$ cat src/rtl/imem_boot_loader.sv
// ---------------------------------------------------------------------------
// imem_boot_loader
//
// Loads a program into the CPU's instruction memory from a framed byte stream
// and holds the CPU in reset until the whole program has arrived with a good
// checksum.
//
// Frame (byte order): LEN_HI, LEN_LO (N words), N x 4 bytes MSB first, CHK.
// CHK is the XOR of every preceding byte of the frame, length bytes included.
//
// Ports:
//   clock         system clock, rising edge
//   reset         synchronous, active-low reset
//   start         one-cycle pulse that begins a load (IDLE, DONE, ERROR only)
//   rx_data       stream byte
//   rx_valid      rx_data is valid
//   rx_ready      loader accepts a byte this cycle
//   imem_we       instruction-memory write enable (one-cycle pulse per word)
//   imem_addr     instruction-memory word address
//   imem_wdata    assembled big-endian instruction word
//   cpu_reset     active-high reset to the CPU, low only after a good load
//   busy          load in progress
//   done          last load succeeded
//   error         last load failed (bad length or bad checksum)
//   words_loaded  words written in the current or last load
// ---------------------------------------------------------------------------
module imem_boot_loader #(
    parameter int ADDR_WIDTH = 8
) (
    input  logic                  clock,
    input  logic                  reset,
    input  logic                  start,
    input  logic [7:0]            rx_data,
    input  logic                  rx_valid,
    output logic                  rx_ready,
    output logic                  imem_we,
    output logic [ADDR_WIDTH-1:0] imem_addr,
    output logic [31:0]           imem_wdata,
    output logic                  cpu_reset,
    output logic                  busy,
    output logic                  done,
    output logic                  error,
    output logic [15:0]           words_loaded
);

    // Memory capacity in words, one bit wider than the length field so that
    // a full 16-bit address space still compares correctly.
    localparam logic [16:0] CAPACITY = 17'd1 << ADDR_WIDTH;

    typedef enum logic [2:0] {
        IDLE,
        LEN_HI,
        LEN_LO,
        WORD,
        WRITE,
        CHECK,
        DONE,
        ERROR
    } state_t;

    state_t      state;
    state_t      state_next;
    logic [15:0] len;
    logic [15:0] len_next;
    logic [7:0]  acc;
    logic [7:0]  acc_next;
    logic [1:0]  byte_idx;
    logic [1:0]  byte_idx_next;
    logic [31:0] word;
    logic [31:0] word_next;
    logic [15:0] count;
    logic [15:0] count_next;

    logic        rx_ready_next;
    logic        imem_we_next;
    logic        cpu_reset_next;
    logic        busy_next;
    logic        done_next;
    logic        error_next;

    logic        xfer;
    logic [15:0] len_rx;

    assign xfer   = rx_valid && rx_ready;
    // Complete length as it stands while LEN_LO is being transferred.
    assign len_rx = {len[15:8], rx_data};

    // The word shift register doubles as the write-data output: it holds the
    // finished word throughout the WRITE cycle. The address is the count of
    // words already written, which advances at the end of WRITE.
    assign imem_wdata   = word;
    assign words_loaded = count;
    assign imem_addr    = count[ADDR_WIDTH-1:0];

    // Next-state and next-output logic. Outputs are decoded from the next
    // state and registered, so every output changes on the same edge as the
    // state it belongs to (cpu_reset falls on the edge that enters DONE).
    always_comb begin
        state_next    = state;
        len_next      = len;
        acc_next      = acc;
        byte_idx_next = byte_idx;
        word_next     = word;
        count_next    = count;

        case (state)
            IDLE, DONE, ERROR: begin
                if (start) begin
                    state_next    = LEN_HI;
                    len_next      = 16'h0000;
                    acc_next      = 8'h00;
                    byte_idx_next = 2'd0;
                    word_next     = 32'h0000_0000;
                    count_next    = 16'h0000;
                end
            end
            LEN_HI: begin
                if (xfer) begin
                    len_next   = {rx_data, 8'h00};
                    acc_next   = acc ^ rx_data;
                    state_next = LEN_LO;
                end
            end
            LEN_LO: begin
                if (xfer) begin
                    len_next = len_rx;
                    acc_next = acc ^ rx_data;
                    if ({1'b0, len_rx} > CAPACITY) begin
                        state_next = ERROR;
                    end else if (len_rx == 16'h0000) begin
                        state_next = CHECK;
                    end else begin
                        state_next = WORD;
                    end
                end
            end
            WORD: begin
                if (xfer) begin
                    word_next     = {word[23:0], rx_data};
                    acc_next      = acc ^ rx_data;
                    byte_idx_next = byte_idx + 2'd1;
                    if (byte_idx == 2'd3) begin
                        state_next = WRITE;
                    end
                end
            end
            WRITE: begin
                count_next = count + 16'd1;
                state_next = (count_next == len) ? CHECK : WORD;
            end
            CHECK: begin
                if (xfer) begin
                    state_next = (rx_data == acc) ? DONE : ERROR;
                end
            end
            default: begin
                state_next = IDLE;
            end
        endcase

        rx_ready_next  = (state_next == LEN_HI) || (state_next == LEN_LO) ||
                         (state_next == WORD)   || (state_next == CHECK);
        imem_we_next   = (state_next == WRITE);
        busy_next      = (state_next != IDLE) && (state_next != DONE) &&
                         (state_next != ERROR);
        done_next      = (state_next == DONE);
        error_next     = (state_next == ERROR);
        cpu_reset_next = (state_next != DONE);
    end

    // State, datapath and output registers. A reset mid-load abandons the
    // frame; whatever already reached memory is left there.
    always_ff @(posedge clock) begin
        if (!reset) begin
            state     <= IDLE;
            len       <= 16'h0000;
            acc       <= 8'h00;
            byte_idx  <= 2'd0;
            word      <= 32'h0000_0000;
            count     <= 16'h0000;
            rx_ready  <= 1'b0;
            imem_we   <= 1'b0;
            busy      <= 1'b0;
            done      <= 1'b0;
            error     <= 1'b0;
            cpu_reset <= 1'b1;
        end else begin
            state     <= state_next;
            len       <= len_next;
            acc       <= acc_next;
            byte_idx  <= byte_idx_next;
            word      <= word_next;
            count     <= count_next;
            rx_ready  <= rx_ready_next;
            imem_we   <= imem_we_next;
            busy      <= busy_next;
            done      <= done_next;
            error     <= error_next;
            cpu_reset <= cpu_reset_next;
        end
    end

endmodule
$ cat config.mk
export PLATFORM = sky130hd
export DESIGN_NAME = imem_boot_loader
export DESIGN_NICKNAME = d
export VERILOG_FILES = /design/src/rtl/imem_boot_loader.sv
export SDC_FILE = /design/constraint.sdc
export NUM_CORES = 1
export LEC_CHECK = 0
export ABC_AREA = 1
export BUFFER_PORTS_ARGS = -buffer_cell sky130_fd_sc_hd__buf_4
export CAP_MARGIN = 20
export CORE_MARGIN = 8
export CORE_UTILIZATION = 25
export CTS_CLUSTER_SIZE = 25
export DETAILED_ROUTE_END_ITERATION = 10
export PLACE_DENSITY = 0.44
export SLEW_MARGIN = 40
export SYNTH_ARGS = -nofsm -noshare
export SYNTH_HDL_FRONTEND = slang
export SYNTH_SLANG_ARGS = --single-unit
$ cat constraint.sdc
create_clock -name clock -period 2.7 [get_ports clock]
set_input_delay 0.54 -clock clock [delete_from_list [all_inputs] [get_ports clock]]
set_output_delay 0.54 -clock clock [all_outputs]
set_load 0.05 [all_outputs]
# ---- Word-level counts from Yosys, hierarchy flattened
# Cells that the tools add are included.
dict set report totals {
  out_inout_bits 62
  inputBits 12
  regBits 83
  wordCells 88
}
dict set report op_classes {
  reduce_logical 21
  n_bitwise 2
  add_sub_neg 2
  order_cmp 1
  mux 25
  eq_ne 24
}
# operator n
set ops {}
lappend ops {{$mux 32} 2}
lappend ops {{$pmux 32 s2} 1}
lappend ops {{$pmux 16 s3} 1}
lappend ops {{$mux 16} 2}
lappend ops {{$pmux 16 s2} 1}
lappend ops {{$mux 3} 9}
lappend ops {{$eq 3x3->1 const B} 8}
lappend ops {{$mux 8} 3}
lappend ops {{$pmux 3 s6} 1}
lappend ops {{$add 16x1->16 const B} 1}
lappend ops {{$eq 16x16->1} 1}
lappend ops {{$gt 16x9->1 const B} 1}
lappend ops {{$logic_not 16->1} 1}
lappend ops {{$pmux 8 s2} 1}
lappend ops {{$eq 3x2->1 const B} 4}
lappend ops {{$eq 8x8->1} 1}
lappend ops {{$ne 2x2->1 const B} 4}
lappend ops {{$reduce_and 4->1} 2}
lappend ops {{$reduce_bool 2->1} 4}
lappend ops {{$xor 8x8->8} 1}
lappend ops {{$eq 3x1->1 const B} 2}
lappend ops {{$ne 3x3->1 const B} 2}
lappend ops {{$reduce_and 3->1} 2}
lappend ops {{$reduce_bool 3->1} 2}
lappend ops {{12 further kinds} 18}

# ---- Depth between registers and ports, before layout
# Gate-level depths: netlist of run 1.
dict set report logic_depth {
  word_depth 9
  ltp_mapped 17
  ltp_nobuf 17
}

# ---- Worst setup path before layout of run 1
# OpenSTA, ideal clock, no wires.
dict set report synth_timing {
  kind {register -> register}
  startpoint {register count[0] (netlist: words_loaded[0])}
  endpoint {register cpu_reset}
  setup_ns 0.111
  path_stages_with_launch 17
  path_buffers 0
  required_time_ns 2.589
  path_slack_ns 0.382
  synth_period_minus_slack_ns 2.318
  arrival_time_ns 2.208
  path_cell_list {dfxtp_1 -> ha_1 -> nand2_2 -> nor2_4 -> nand2_2 -> nor2_2 -> nand2_1 -> nand2_1 -> nand2_1 -> nand2_1 -> nand2_1 -> nor2_2 -> nand4_1 -> nand3_2 -> nand2_1 -> nor2_2 -> inv_2}
}
dict set report synth_between {
  elab_chain_cells 5
}
# item line_no
set synth_rtl {}
lappend synth_rtl {{start: declaration} 71} ;# logic [15:0] count;
lappend synth_rtl {{start signal: assignment} 193} ;# count <= count_next;
lappend synth_rtl {{$add 16x1->16} 148} ;# count_next = count + 16'd1;
lappend synth_rtl {{$eq 16x16->1} 149} ;# state_next = (count_next == len) ? CHECK : WORD;
lappend synth_rtl {{$mux 3} 149}
lappend synth_rtl {{$pmux 3 s6} 106} ;# case (state)
lappend synth_rtl {{$ne 3x3->1} 168} ;# cpu_reset_next = (state_next != DONE);
lappend synth_rtl {{end signal: assignment} 199} ;# cpu_reset <= cpu_reset_next;
lappend synth_rtl {{end: declaration} 39} ;# output logic cpu_reset,
# No other way between the ends.
# A chain may end at the register's enable or synchronous reset.

# ---- Worst setup path in the final report of run 1
dict set report layout_timing {
  startpoint {register count[0] (netlist: words_loaded[0])}
  endpoint {register busy}
}
dict set report layout_between {
  elab_chain_cells 7
  word_cells_on_any_way 9
  classes_between {add/sub (1); eq/ne (3); mux (2); reduce/logical (3)}
}
# item line_no
set layout_rtl {}
lappend layout_rtl {{$add 16x1->16 *} 148}
lappend layout_rtl {{$eq 16x16->1 *} 149}
lappend layout_rtl {{$mux 3 *} 149}
lappend layout_rtl {{$pmux 3 s6 *} 106}
lappend layout_rtl {{$ne 3x3->1 or $reduce_bool 3->1 (tied branches)} 164} ;# busy_next = (state_next != IDLE) && (state_next != DONE) &&
lappend layout_rtl {{$logic_and 1x1->1} 164}
lappend layout_rtl {{$logic_and 1x1->1 *} 164}
lappend layout_rtl {{end signal: assignment} 196} ;# busy <= busy_next;
lappend layout_rtl {{end: declaration} 40} ;# output logic busy,
# Mark *: on every way between the ends. The rest lies on a longest branch, timed or not.

==> results by group, run 1 <==
Outcome
  • Outcome: finished, final reports clean

Critical path
  • Reg-to-Reg End: busy
  • Reg-to-Reg Start: words_loaded[0]
  • Worst R2R Path Depth: 15
  • Critical path's slowest cell: dfxtp_1
  • CP Class: reg2reg
  • CP Data Arrival Time: 2.53 ns
  • Crit-path cells: ha_1 -> nand3_1 -> nor2_2 -> nand4_1 -> nand3_1 -> nand2_1 -> inv_1 -> nand2_1 -> nor2_2 -> nand3_1 -> nand2_1 -> nand3_2 -> nand2_1 -> nand2_1 -> nor2_1
  • Worst path most repeated cell: nand2_1
  • Top delay family on crit path: simple AND/OR/NAND/NOR gates
  • WP depth: 15
  • Worst Setup Start Kind: flop
  • Worst path max stage delay: 0.46 ns
  • Crit path to: busy
  • Worst EP required: 2.99 ns
  • Critical Path Source: words_loaded[0]
  • Worst Path Max Fanout: 7
  • Flop-to-flop setup slack: 0.45 ns
  • Worst path bufs/invs: 1
  • CP endpoint kind: flop

Floorplan
  • Core Region: 16300 um2
  • Die area: 20900 um2
  • Chip width: 144 um
  • Initial core utilization: 25.2%
  • Chip Height: 144 um
  • IO Pins: 74
  • Std-Cell Rows: 47

Routing
  • Via count: 4013
  • Antenna-violating nets left: 0
  • DR iter-0 viols: 183
  • Final WL: 12.3 mm
  • First-pass DRT Iterations: 4
  • Vias per cell: 4.62
  • Post-DR wirelength/cell: 14.1 um
  • Remaining DRCs: 0

Layout
  • Final instance area: 5140 um2
  • Final core occ: 31.5%
  • NumNets Final: 657
  • Commonest non-fill, non-tap cell in the layout: nand2_1
  • Antenna Cells: 0
  • Most frequent cells in the layout: nand2_1 (141), nand3_1 (83), dfxtp_1 (83)
  • Fraction of layout cells with a size suffix above 1: 20.1%
  • Synth-to-layout area growth: 24.6%

CTS
  • Max Root-Sink Buffers: 2
  • Hold buffer count at cts: 0
  • Sink Count: 83
  • Worst-Skew Late Latency: 0.35 ns
  • CTS Buf Count: 9
  • CTS root buffer: clkbuf_16
  • Post_cts resized: 0
  • Post-CTS Setup Repair Bufs: 0
  • H-tree Lvls: 3
  • Reg clk slew, reported paths: 0.07 ns
  • CTS tree: yes

Place
  • Post-place setup slack: 0.450 ns
  • I/O Buffers: 73
  • Dpl cell area: 4840 um2
  • Routability-driven placement congestion ratio: 0.830
  • Hpwl dp: 8.97 mm

Min path
  • Worst hold path class: in2reg

Synth
  • Number of synthesized register bits: 83
  • Post-synth cell types: 35
  • FFs w/ async S/R, synth: 0%
  • Warning count from the yosys run: 0
  • Top cells by area, synth: dfxtp_1 (40%), nand2_1 (13%), nand3_1 (10%), a21oi_1 (9.1%), inv_1 (3.8%)
  • Avg Inst Size Synth: 7.06 um2
  • Dominant cell type by area after synthesis: dfxtp_1
  • Number of flops mapped to enable cells by yosys: 0
  • Synthesized net count: 599
  • Cells after synthesis: 585
  • Post-synth top area share: 40.3%
  • Post-Syn Area: 4130 um2
  • Seq/Total Area, Yosys: 40.3%
  • Ys flop type: dfxtp_1

Power
  • Worst vdd rail ir drop: 338 uV
  • PD cells: 653 nW/um2
  • Leakage power: 0.00204 uW

Timing
  • Actual slew at the worst max-slew pin: 0.699 ns
  • RSZ-0062 raised after global routing: no
  • Max-slew violation count: 0
  • Final setup viols: 0
  • Max Freq: 445 MHz
  • Clock Skew: 0.00997 ns
  • Worst slew margin relative to its limit: 53.3%
  • Hold WS: 0.452 ns
  • Final Critical Period: 2.25 ns
  • Setup TNS: 0 ns
  • Period Utilization, post-route: 83.2%
  • Setup ws final: 0.453 ns
  • Final Hold Fails: 0

Global routing
  • GR Overflow Total: 0
  • Largest net degree at the start of global routing: 40
  • Global-route wire length before repair: 19.9 mm
  • Initial antenna violation count: 0
  • Vias in the first global route: 3837
  • Total track usage: 12.1%

Flow run
  • Max_cap viols: 0
-- worst min-delay path by stage --
stage / depth (start not counted) / from / end
after global placement: 2 / byte_idx[1] / byte_idx[1]
after floorplan: 2 / byte_idx[1] / byte_idx[1]
final: 3 / reset / state[2]
after global routing: 3 / reset / state[2]
after detailed placement: 2 / imem_wdata[31] / imem_wdata[31]
after CTS: 3 / reset / state[2]
-- stage by stage --
stage / total power [uW] / cells
4_1_cts: 3420 / 868
6_report: 3360 / 868
2_1_floorplan: 1960 / 585
5_1_grt: 3570 / 868
3_5_place_dp: 2150 / 852
3_3_place_gp: 2150 / 852
-- flip-flops by register name, summed over array words and instances, names as in the netlist, 2 cells and up --
signal	count
imem_wdata	32
acc	8
len	16
byte_idx	2
state	3
words_loaded	16
-- layer usage --
layer  vias to the layer above  track usage [%]  wire length (um)
met5                         -                0                 0
met4                         0             3.50               132
met3                         9             3.27               655
met2                        68             20.0              5890
met1                      1868             15.2              5600
li1                       2068                -                 -
-- report_power, final --
part,internal [uW],switching [uW],total [uW]
Combinational,222,530,752
Clock,659,584,1240
Sequential,1310,56.2,1360
-- cell type report --
| class | count | area, um2 |
|---|---|---|
| fillers | 1797 | 11200 |
| well taps | 220 | 275 |
| repair buffers | 78 | 598 |
| clock inverters | 7 | 76.3 |
| inverters | 49 | 184 |
| flip-flops and latches | 83 | 1660 |
| clock buffers | 9 | 225 |
| multi-input cells | 422 | 2120 |
-- synthesized netlist by cell type (5+ instances only) --
| cell type | n |
|---|---|
| a211oi_1 | 12 |
| a21oi_1 | 75 |
| buf_2 | 8 |
| buf_4 | 8 |
| clkbuf_1 | 11 |
| dfxtp_1 | 83 |
| inv_1 | 42 |
| inv_2 | 6 |
| nand2_1 | 141 |
| nand2_2 | 11 |
| nand3_1 | 83 |
| nand4_1 | 10 |
| nor2_1 | 32 |
| nor2_2 | 8 |
| nor3_1 | 7 |
| o21ai_0 | 8 |
| xnor2_1 | 5 |
| xor2_1 | 7 |
-- cell families after synthesis --
group	Yosys count	share of synthesized area, %
flip-flops	83	40.3
buffers and inverters	80	8.28
AND/OR/NAND/NOR	301	33.2
adder cells (fa/ha/maj)	2	0.606
AO/OA/AOI/OAI	106	14.6
XOR/XNOR	13	3.09
-- worst reg2reg max path, cell delays in order (launching register included) --
cell	delay, ns
dfxtp_1	0.46
ha_1	0.27
nand3_1	0.17
nor2_2	0.21
nand4_1	0.14
nand3_1	0.11
nand2_1	0.05
inv_1	0.04
nand2_1	0.06
nor2_2	0.14
nand3_1	0.10
nand2_1	0.11
nand3_2	0.08
nand2_1	0.09
nand2_1	0.06
nor2_1	0.10
Note: power is estimated with default switching activity, not from simulation.
==> run 2: changes to the inputs <==
clock period = 2.2 ns   (was 2.7 ns; I/O delays follow)
==> results by group, run 2 (synthesized netlist as in run 1, its figures left out) <==
Outcome
  • Outcome: finished, final reports clean (unchanged)

CTS
  • H-tree Lvls: 3 (unchanged)
  • CTS tree: yes (unchanged)
  • Hold buffer count at cts: 0 (unchanged)
  • Sink Count: 83 (unchanged)
  • CTS root buffer: clkbuf_16 (unchanged)
  • Reg clk slew, reported paths: 0.07 ns (about the same)
  • CTS Buf Count: 9 (unchanged)
  • Worst-Skew Late Latency: 0.35 ns (about the same)
  • Max Root-Sink Buffers: 2 (unchanged)

Timing
  • Final Critical Period: 2.03 ns (was 2.25 ns)
  • Max-slew violation count: 0 (unchanged)
  • Hold WS: 0.351 ns (was 0.452 ns)
  • Clock Skew: 0.00945 ns (was 0.00997 ns)
  • Worst slew margin relative to its limit: 64.1% (was 53.3%)
  • Actual slew at the worst max-slew pin: 0.537 ns (was 0.699 ns)
  • Max Freq: 491 MHz (was 445 MHz)
  • Period Utilization, post-route: 92.5% (was 83.2%)
  • Setup ws final: 0.165 ns (was 0.453 ns)
  • Final setup viols: 0 (unchanged)
  • Final Hold Fails: 0 (unchanged)
  • Setup TNS: 0 ns (unchanged)
  • RSZ-0062 raised after global routing: no (unchanged)

Global routing
  • Total track usage: 12.6% (was 12.1%)
  • Initial antenna violation count: 0 (unchanged)
  • Largest net degree at the start of global routing: 50 (was 40)
  • Vias in the first global route: 3928 (was 3837)
  • GRT met3 Usage: 3.24% (was 3.27%)
  • Global-route wire length before repair: 20.5 mm (was 19.9 mm)
  • Met1 Track Usage GR: 16.0% (was 15.2%)
  • Met2 usage: 20.1% (was 20.0%)
  • Grt peak-use layer: met2 (unchanged)
  • GR Overflow Total: 0 (unchanged)

Routing
  • Post-DR wirelength/cell: 14.4 um (was 14.1 um)
  • DR iter-0 viols: 207 (was 183)
  • Antenna-violating nets left: 0 (unchanged)
  • Final WL: 12.7 mm (was 12.3 mm)
  • Remaining DRCs: 0 (unchanged)
  • First-pass DRT Iterations: 6 (was 4)
  • Via count: 4052 (was 4013)
  • Vias per cell: 4.59 (was 4.62)

Critical path
  • Worst Path Max Fanout: 5 (was 7)
  • Worst EP required: 2.44 ns (was 2.99 ns)
  • CP Data Arrival Time: 2.28 ns (was 2.53 ns)
  • CP endpoint kind: flop (unchanged)
  • Worst Setup Start Kind: flop (unchanged)
  • CP Class: reg2reg (unchanged)

Place
  • Post-place setup slack: 0.0526 ns (was 0.450 ns)
  • I/O Buffers: 73 (unchanged)
  • Hpwl dp: 9.24 mm (was 8.97 mm)
  • Routability-driven placement congestion ratio: 0.812 (was 0.830)
  • Placed cells: 863 (was 852)

Floorplan
  • Die area: 20900 um2 (unchanged)
  • Core Region: 16300 um2 (unchanged)
  • Chip Height: 144 um (unchanged)
  • Initial core utilization: 25.2% (unchanged)
  • Std-Cell Rows: 47 (unchanged)
  • Chip width: 144 um (unchanged)
  • IO Pins: 74 (unchanged)

Power
  • Worst vdd rail ir drop: 462 uV (was 338 uV)
  • Leakage power: 0.00212 uW (was 0.00204 uW)
  • PD cells: 781 nW/um2 (was 653 nW/um2)

Layout
  • Commonest non-fill, non-tap cell in the layout: nand2_1 (unchanged)
  • Number of flip-flops under the largest register name: 32 (unchanged)
  • Fraction of layout cells with a size suffix above 1: 24.0% (was 20.1%)
  • Most frequent cells in the layout: nand2_1 (140), buf_4 (92), nand3_1 (81) (was nand2_1 (141), nand3_1 (83), dfxtp_1 (83))
  • # fillers: 1814 (was 1797)
  • Antenna Cells: 0 (unchanged)
  • NumNets Final: 672 (was 657)
  • Layout Cells excl Fill: 883 (was 868)
  • Synth-to-layout area growth: 28.7% (was 24.6%)

Min path
  • Worst hold path class: in2reg (unchanged)

Flow run
  • Max_cap viols: 0 (unchanged)
[run 2: worst paths after layout]
check / start / end / slack [ns] / cells after the start
max reg2reg: words_loaded[0] / cpu_reset / 0.17 / 13
max: words_loaded[0] / cpu_reset / 0.17 / 13
min: reset / state[2] / 0.35 / 3
min reg2reg: imem_wdata[30] / imem_wdata[30] / 0.47 / 2
[run 2: where the power goes]
group | switching, uW | total [uW] | internal [uW] | leakage, uW
logic | 659 | 950 | 291 | 0.00129
registers | 68.4 | 1670 | 1600 | 0.000678
clock network | 723 | 1530 | 807 | 0.000148
total | 1450 | 4150 | 2700 | 0.00212
[run 2: per-stage QoR]
step / util [%] / cell area (um2) / total power [uW]
after detailed placement: 30.1 / 4930 / 2660
after global placement: 30.1 / 4930 / 2650
after global routing: 32.5 / 5310 / 4400
after CTS: 32.0 / 5230 / 4220
after floorplan: - / 4130 / 2400
final: 32.5 / 5310 / 4150
[run 2: cell type report]
type | count | area, um2 | share of cell area, %
multi-input combinational | 422 | 2160 | 40.7
clock inverter | 7 | 78.8 | 1.48
timing repair buffer | 93 | 711 | 13.4
inverter | 49 | 184 | 3.46
sequential | 83 | 1680 | 31.6
tap | 220 | 275 | 5.18
clock buffer | 9 | 225 | 4.24
[run 2: metal layers]
layer | vias to the layer above | part of all wire (%)
met5 | - | 0
met4 | 0 | 1.9
met3 | 16 | 5.5
met2 | 84 | 46
met1 | 1854 | 46
li1 | 2098 | -
[run 2: what timing repair did]
action	CTS	global route
setup buffers	0	4
setup endpoints to repair	0	6
gates resized for setup	0	17
[run 2: worst max-delay path: stages, from the launching register on]
cell     delay (ns)
dfxtp_4        0.38
ha_4           0.16
nand2_2        0.07
nor2_4         0.15
buf_4          0.13
nand3_1        0.12
xnor3_1        0.22
nand2_1        0.06
nor2_2         0.13
nand4_1        0.14
nand3_2        0.13
nand2_1        0.07
nor2_2         0.15
inv_2          0.03
